--- src/rtl/sram_mem_controller.sv ---
// ---------------------------------------------------------------------------
// sram_mem_controller
//
// Multi-cycle bridge between the MEM stage and a 16-bit asynchronous SRAM.
// Every 32-bit data access is split into two halfword phases: LOW carries
// bits [15:0] and HIGH carries bits [31:16]. Each phase lasts ACCESS_CYCLES
// clocks. While an access is in flight, ready stays low. The top level uses
// ~ready as the pipeline-wide stall.
//
// Parameters
//   BASE_ADDR      byte address that maps to SRAM halfword 0
//   ACCESS_CYCLES  clocks per halfword phase (must be >= 2)
//
// Ports
//   clk          system clock, rising-edge active
//   rst          synchronous reset, active-low
//   wr_en        store request from MEM, held until ready=1
//   rd_en        load request from MEM, held until ready=1
//   address      word-aligned byte address of the access
//   wdata        store data
//   rdata        load result, complete once the access reaches DONE
//   ready        combinational, 0 stalls the pipeline
//   sram_addr    SRAM halfword address
//   sram_dq_out  data driven onto the SRAM bus
//   sram_dq_in   data read back from the SRAM bus
//   sram_dq_oe   1 when the controller drives the bus
//   sram_we_n    SRAM write enable, active-low
//   sram_oe_n    SRAM output enable, active-low
// ---------------------------------------------------------------------------
module sram_mem_controller #(
  parameter int BASE_ADDR     = 1024,
  parameter int ACCESS_CYCLES = 2
) (
  input  logic        clk,
  input  logic        rst,
  input  logic        wr_en,
  input  logic        rd_en,
  input  logic [31:0] address,
  input  logic [31:0] wdata,
  output logic [31:0] rdata,
  output logic        ready,
  output logic [17:0] sram_addr,
  output logic [15:0] sram_dq_out,
  input  logic [15:0] sram_dq_in,
  output logic        sram_dq_oe,
  output logic        sram_we_n,
  output logic        sram_oe_n
);

  // The phase counter only has to reach ACCESS_CYCLES-1.
  localparam int               CNT_W    = $clog2(ACCESS_CYCLES);
  localparam logic [CNT_W-1:0] LAST_CNT = CNT_W'(ACCESS_CYCLES - 1);
  localparam logic [31:0]      BASE     = 32'(BASE_ADDR);

  typedef enum logic [1:0] {
    IDLE,
    LOW,
    HIGH,
    DONE
  } state_t;

  state_t           state;
  logic [CNT_W-1:0] phase_cnt;
  logic             is_write;
  logic [16:0]      word_idx;
  logic [31:0]      wdata_q;

  logic             request;
  logic [31:0]      req_offset;
  logic             phase_last;
  logic             next_is_last;
  logic             unused_offset_bits;

  assign request    = rd_en | wr_en;
  assign req_offset = address - BASE;

  // The upper offset bits and the byte-lane bits are ignored on purpose.
  // Dropping the upper bits makes out-of-range addresses wrap modulo 512 KB.
  assign unused_offset_bits = &{1'b0, req_offset[31:19], req_offset[1:0]};

  assign phase_last   = (phase_cnt == LAST_CNT);
  assign next_is_last = ((phase_cnt + CNT_W'(1)) == LAST_CNT);

  // An idle controller with a pending request must already stall the
  // pipeline in the request cycle itself.
  assign ready = (state == DONE) | ((state == IDLE) & ~request);

  // All SRAM pins are registered. Each transition loads the values the pins
  // need for the following cycle. In a write phase, we_n drops on phase cycle
  // 0 and rises for the last cycle, so data and address stay stable across
  // the rising edge of we_n.
  always_ff @(posedge clk) begin
    if (!rst) begin
      state       <= IDLE;
      phase_cnt   <= '0;
      is_write    <= 1'b0;
      word_idx    <= '0;
      wdata_q     <= '0;
      rdata       <= '0;
      sram_addr   <= '0;
      sram_dq_out <= '0;
      sram_dq_oe  <= 1'b0;
      sram_we_n   <= 1'b1;
      sram_oe_n   <= 1'b1;
    end else begin
      case (state)
        IDLE: begin
          if (request) begin
            // A simultaneous load and store request is treated as a store.
            state       <= LOW;
            phase_cnt   <= '0;
            is_write    <= wr_en;
            word_idx    <= req_offset[18:2];
            wdata_q     <= wdata;
            sram_addr   <= {req_offset[18:2], 1'b0};
            if (wr_en) begin
              sram_dq_out <= wdata[15:0];
              sram_dq_oe  <= 1'b1;
              sram_we_n   <= 1'b0;
              sram_oe_n   <= 1'b1;
            end else begin
              sram_dq_oe  <= 1'b0;
              sram_we_n   <= 1'b1;
              sram_oe_n   <= 1'b0;
            end
          end
        end

        LOW: begin
          if (phase_last) begin
            if (!is_write) begin
              rdata[15:0] <= sram_dq_in;
            end
            state     <= HIGH;
            phase_cnt <= '0;
            sram_addr <= {word_idx, 1'b1};
            if (is_write) begin
              sram_dq_out <= wdata_q[31:16];
              sram_we_n   <= 1'b0;
            end
          end else begin
            phase_cnt <= phase_cnt + CNT_W'(1);
            if (is_write) begin
              sram_we_n <= next_is_last;
            end
          end
        end

        HIGH: begin
          if (phase_last) begin
            if (!is_write) begin
              rdata[31:16] <= sram_dq_in;
            end
            state      <= DONE;
            phase_cnt  <= '0;
            sram_dq_oe <= 1'b0;
            sram_we_n  <= 1'b1;
            sram_oe_n  <= 1'b1;
          end else begin
            phase_cnt <= phase_cnt + CNT_W'(1);
            if (is_write) begin
              sram_we_n <= next_is_last;
            end
          end
        end

        // The request is still visible in DONE because it is the one that
        // is completing. DONE therefore always returns to IDLE and never
        // starts a new access.
        DONE: begin
          state <= IDLE;
        end

        default: begin
          state <= IDLE;
        end
      endcase
    end
  end

endmodule

--- config.mk ---
export PLATFORM = sky130hd
export DESIGN_NAME = sram_mem_controller
export DESIGN_NICKNAME = d
export VERILOG_FILES = /design/src/rtl/sram_mem_controller.sv
export SDC_FILE = /design/constraint.sdc
export NUM_CORES = 1
export LEC_CHECK = 0
export ABC_AREA = 1
export CORE_MARGIN = 2
export CORE_UTILIZATION = 41
export DETAILED_ROUTE_END_ITERATION = 10
export PLACE_DENSITY = 0.85
export RECOVER_POWER = 50
export SLEW_MARGIN = 5
export SYNTH_ARGS = -nofsm -noshare
export SYNTH_HDL_FRONTEND = slang
export SYNTH_SLANG_ARGS = --single-unit
--- constraint.sdc ---
create_clock -name clk -period 1.55 [get_ports clk]
set_input_delay 0.31 -clock clk [delete_from_list [all_inputs] [get_ports clk]]
set_output_delay 0.31 -clock clk [all_outputs]
set_load 0.005 [all_outputs]
==> flow_summary.yaml <==
run_status:
  status: "finished with violations"
  violations: "negative setup slack"
setup_path:
  r2r.worst_path.cells: 9
  critical_path.startpoint: "state[1]$_SDFFE_PN0P_"
  cp.required_ps: 1810
  rr_endpoint: "sram_dq_out[4]$_SDFFE_PN0P_"
  rrSetupSlack_ps: -40
  rr_startpoint: "state[1]$_SDFFE_PN0P_"
  path_cells: "inv_2 > buf_6 > ha_4 > nand2_4 > o21ai_4 > nor2_4 > clkbuf_16 > nand3_2 > o211a_1"
  cp-end-kind: "flop"
  crit_type: "reg2reg"
  crit_path_top_delay_cell: "dfxtp_2"
  cpPeakStageDelay_ps: 350
  worstPathArrival_ps: 1850
  critPathCapture: "sram_dq_out[4]$_SDFFE_PN0P_"
  path_max_fanout: 8
  crit_path_start_kind: "flop"
timing:
  finClkSkew_ps: 8.726
  tightest_slew_ps: 350.0
  finalHoldViolCount: 0
  fmax_mhz: 629.0
  finalCritPeriodShare_pct: 102.6
  slew_viol_final: 0
  slew_headroom_pct: 76.42
  rsz0062_at_grt: "yes"
  setup_ws_ps: -39.88
  final-setup-viol-count: 18
  min_period_ps: 1590
synth:
  synth_top_area_share_pct: 47.45
  syn-num-nets: 670
  synthTopCellsByArea: "dfxtp_1, nand2_1, nor2_1, o21ai_0, a21oi_1"
  synth-edff-count: 0
  synth_ff_type: "dfxtp_1"
  synth_cell_type_count: 28
  ys_ff_latch: 106
  async_flop_share_pct: 0
  ys_warn_count: 0
  synthCells: 580
  synth.avg_cell_area_sq_um: 7.710
  syn_area_sq_um: 4472
  seq_area_frac_synth_pct: 47.45
  synth_largest_area_cell: "dfxtp_1"
final_layout:
  final_layout_size_suffix_gt1_share_pct: 20.03
  syn_to_final_growth_pct: 53.95
  finalInstanceArea_sq_um: 6884
  final_nets: 829
  antenna_cells: 0
pwr:
  power.density_nw_per_um2: 1821
  seq_power_share_pct: 33.1
  p_sw_mw: 4.625
  pwr-share-clk_pct: 15.7
  combPwrFrac_pct: 51.2
  leakage_nw: 3.299
  ir_worst_vdd_mv: 0.9647
  power.internal_mw: 7.910
  switching_share_pct: 36.90
routing:
  first_iter_violations: 291
  firstDrtPassIters: 5
  drt-total-wl_um: 13370
  avgRoutedWirePerCell_um: 15.12
  ant_nets: 0
  num_vias: 4524
  post-route-drc-count: 0
  avgViaCountPerCell: 5.118
die:
  pin_count: 154
  fp.dieArea_sq_um: 11760
  die_h_um: 108.4
  die_w_um: 108.4
  row_count: 38
  start_util_pct: 41.62
  coreArea_sq_um: 10750
cts:
  htreeDepth: 3
  hold_buffers: 0
  cts_sinks: 106
  clock-root-buffer: "clkbuf_8"
  cts_inserted_buffers: 9
  cts_buffer_depth: 2
  path_clk_slew_ps: 100
  clock_latency_ps: 360
  cts_tree: "built"
hold_path:
  hold_path_class: "in2reg"
placement:
  place_ws_ps: -344.8
  routabilityCongestion: 0.8994
  port_buffers: 138
  dpl_cell_area_sq_um: 6160
  dp_hpwl_um: 8616
global_routing:
  grt_use_total_pct: 20.63
  grt_pass1_wl_um: 19540
  antenna_found_initial: 0
  grt_pass1_vias: 4291
  grt_max_degree: 60
  gr-total-overflow: 0
run:
  maxCapViolCount: 0
## power groups by stage
stage	registers, mW	logic [mW]	clock network [mW]
after floorplan	4.11	2.79	0
after global placement	4.07	5.13	0
after detailed placement	4.12	5.28	0
after CTS	4.10	5.40	2.01
after global routing	4.24	6.95	2.14
final	4.15	6.42	1.97
## metrics by stage
step                TNS (ps)  hold slack [ps]  total power [mW]  utilization, %  cells
floorplan                  0            399.4             6.898               -    580
global placement      -11680            447.4             9.205           57.32    859
detailed placement    -14220            455.4             9.403           57.32    859
CTS                   -259.0            388.2             11.51           60.15    877
global route           -3607            354.9             13.33           64.07    884
finish                -370.0            358.0             12.53           64.07    884
## cell type report
type                    instances  area, sq um
fillers                       894         3861
clock buffers                  10        127.6
inverters                      36        143.9
flip-flops and latches        106         2151
well taps                     140        175.2
multi-input cells             404         2262
clock inverters                 6        105.1
repair buffers                182         1919
## Yosys cell counts (6+ instances only)
library cell and count:
a211oi_2 8, a21oi_1 36, buf_2 9, buf_6 7
clkbuf_1 13, dfxtp_1 106, ha_1 6, inv_1 32
nand2_1 108, nand3_1 24, nor2_1 108, o211a_1 16
o21ai_0 72, o21bai_1 6
## cell families after synthesis
logic type	after synthesis	share of synthesized area [%]
AOI/OAI and AO/OA	143	19.81
adders and majority gates	6	1.679
xor gates and xnor gates	3	0.5877
muxes	1	0.2238
DFF	106	47.45
and+or+nand+nor	251	22.61
buffers and inverters	70	7.639
## layer usage
layer,vias to the layer above,global-route usage [%],share of wire (%)
met5,-,0,0
met4,0,7.143,1.7
met3,20,5.003,5.0
met2,134,37.46,52
met1,2156,23.46,41
li1,2214,-,-
## layout by cell type, fill, tap and decap left out, types with 10 or more instances in the layout
| cell type | count |
|---|---|
| o21ai_0 | 54 |
| nand3_2 | 17 |
| o211a_1 | 16 |
| buf_4 | 27 |
| clkdlybuf4s25_1 | 10 |
| dfxtp_1 | 83 |
| clkdlybuf4s50_1 | 92 |
| o21ai_1 | 18 |
| dfxtp_2 | 23 |
| nand2_1 | 102 |
| dlymetal6s2s_1 | 23 |
| nor2_1 | 104 |
| dlygate4sd2_1 | 11 |
| inv_1 | 27 |
| a21oi_1 | 29 |
## flip-flops by register name (all words and copies together), names as in the netlist
signal       count
sram_dq_oe       1
sram_addr       18
rdata           32
phase_cnt        1
word_idx        17
sram_oe_n        1
is_write         1
state            2
sram_we_n        1
wdata_q         16
sram_dq_out     16
## worst max-delay path: cells and delay by family (launching register included)
family	cells	cell delay (ps)
adder cells (fa/ha/maj)	1	190
AND/OR/NAND/NOR	3	370
buffers and inverters	3	370
AO/OA/AOI/OAI	2	180
flip-flops	1	350
## how the worst min path moves through the flow
| stage | startpoint | end | slack [ps] | depth (start not counted) |
|---|---|---|---|---|
| final | wr_en | is_write$_SDFFE_PN0P_ | 360 | 3 |
| after global routing | wr_en | is_write$_SDFFE_PN0P_ | 350 | 3 |
| after CTS | rst | sram_oe_n$_SDFFE_PN1P_ | 390 | 3 |
| after detailed placement | wdata_q[16]$_SDFFE_PN0P_ | wdata_q[16]$_SDFFE_PN0P_ | 460 | 2 |
| after global placement | wdata_q[20]$_SDFFE_PN0P_ | wdata_q[20]$_SDFFE_PN0P_ | 450 | 2 |
| after floorplan | address[10] | word_idx[8]$_SDFFE_PN0P_ | 400 | 1 |
## repair_timing
item | in CTS | in global routing
cloned | 0 | 4
pin swaps | 2 | 18
endpoints found under the setup margin | 89 | 136
buffers inserted | 2 | 4
gates resized for setup | 39 | 144
Power figures use the tool's default switching activity.
==> RTL edit: new RTL, same settings <==
The parameter `ACCESS_CYCLES` goes from 2 to 4. Comments in the files are not updated.
--- a/src/rtl/sram_mem_controller.sv
+++ b/src/rtl/sram_mem_controller.sv
@@ -29,7 +29,7 @@
 // ---------------------------------------------------------------------------
 module sram_mem_controller #(
   parameter int BASE_ADDR     = 1024,
-  parameter int ACCESS_CYCLES = 2
+  parameter int ACCESS_CYCLES = 4
 ) (
   input  logic        clk,
   input  logic        rst,
Formal check against the unedited RTL: not equivalent (Yosys sat finds a counterexample within 4 cycles, from zero or initial values and one cycle with rst low).
==> RTL edit against the original RTL <==
Sequential share of layout area shrank 1.1 points; routed wire length is 10% higher; count of clock-buffer cells in the layout rose by 2; clock power decreased by 19%; die area increased by 0.27%; synthesized area increased by 0.28%; worst setup slack lost 0.12 ns; power fell by 8.8%; the flow still finishes with violations (negative setup slack); worst hold slack better by 0.059 ns; cell area up 5.0%; sequential cell count rose by 1; critical path depth decreased by 3.
==> RTL edit: results (changes against the original RTL) <==
The cell count of the worst reg-to-reg path works out to 11 (was 9). The largest fanout on the critical path came out at 2 (was 8). For the count of endpoints failing setup in the final report, the log shows 35 (was 18). The logs give 4 (was 5) for the first-pass iteration count of the detailed router and 29 (was 28) for the number of distinct library cells after synthesis.

The share of total power consumed by net switching works out to 38.23% (was 36.90%). The final non-filler cell total was 899 (was 884). The final worst slack is -0.1584 ns (was -0.03988 ns), and the met3 usage is 3.195% (was 5.003%). The tools report the leakage power of the design as 3.119 nW (was 3.299 nW). Global routing usage on met2: 37.72% (was 37.46%). Failing checks: negative setup slack (unchanged).

The clock group power is 0.00160 W (was 0.00197 W), and the number of cells upsized or downsized after cts is 57 (was 39). The total combinational power was 0.00592 W (was 0.00642 W); the clock group share of total power was 14.0% (was 15.7%). The logs give -3.340 ns (was -0.3700 ns) for the setup TNS after final layout and 45 (was 60) for the pin count of the biggest net entering global routing. The number of fillers in the final layout was 812 (was 894); the met1 usage in global routing was 25.14% (was 23.46%). The part of the Yosys area used for sequential elements is 47.77% (was 47.45%), and the number of placed cells counting well taps is 862 (was 859). The flow ran to the end, but the final reports show violations. The logs give 10 (was 2) for the number of setup buffers added after CTS and 4329 (was 4291) for the via count of the first global-routing pass. The maximum resistive drop on vdd was 0.7028 mV (was 0.9647 mV); the number of DRC markers after the initial detailed-route iteration was 337 (was 291).
## RTL edit: cell type report
cell class,instances,area (um2),share of cell area [%]
clock buffers,12,155.1,2.147
clock inverters,3,23.77,0.3289
inverters,67,269.0,3.722
multi-input cells,371,2265,31.34
flip-flops and latches,107,2180,30.16
well taps,140,175.2,2.424
repair buffers,198,2148,29.73
repair inverters,1,11.26,0.1558
## RTL edit: per-layer routing
| metal | part of all wire, % | vias up | wire [um] |
|---|---|---|---|
| met2 | 52 | 179 | 7666 |
| li1 | - | 2249 | - |
| met3 | 6.2 | 36 | 920 |
| met5 | 0 | - | 0 |
| met1 | 39 | 2217 | 5779 |
| met4 | 2.7 | 0 | 404 |
## RTL edit: cell families (layout without fill, tap and decap cells)
family,Yosys count,after routing,synth area share [%]
AOI/OAI and AO/OA,195,195,22.32
and+or+nand+nor,149,149,13.56
DFF,107,107,47.77
buffers and inverters,102,281,9.849
muxes,17,17,3.795
adders and majority gates,9,9,2.511
xor gates and xnor gates,1,1,0.1953
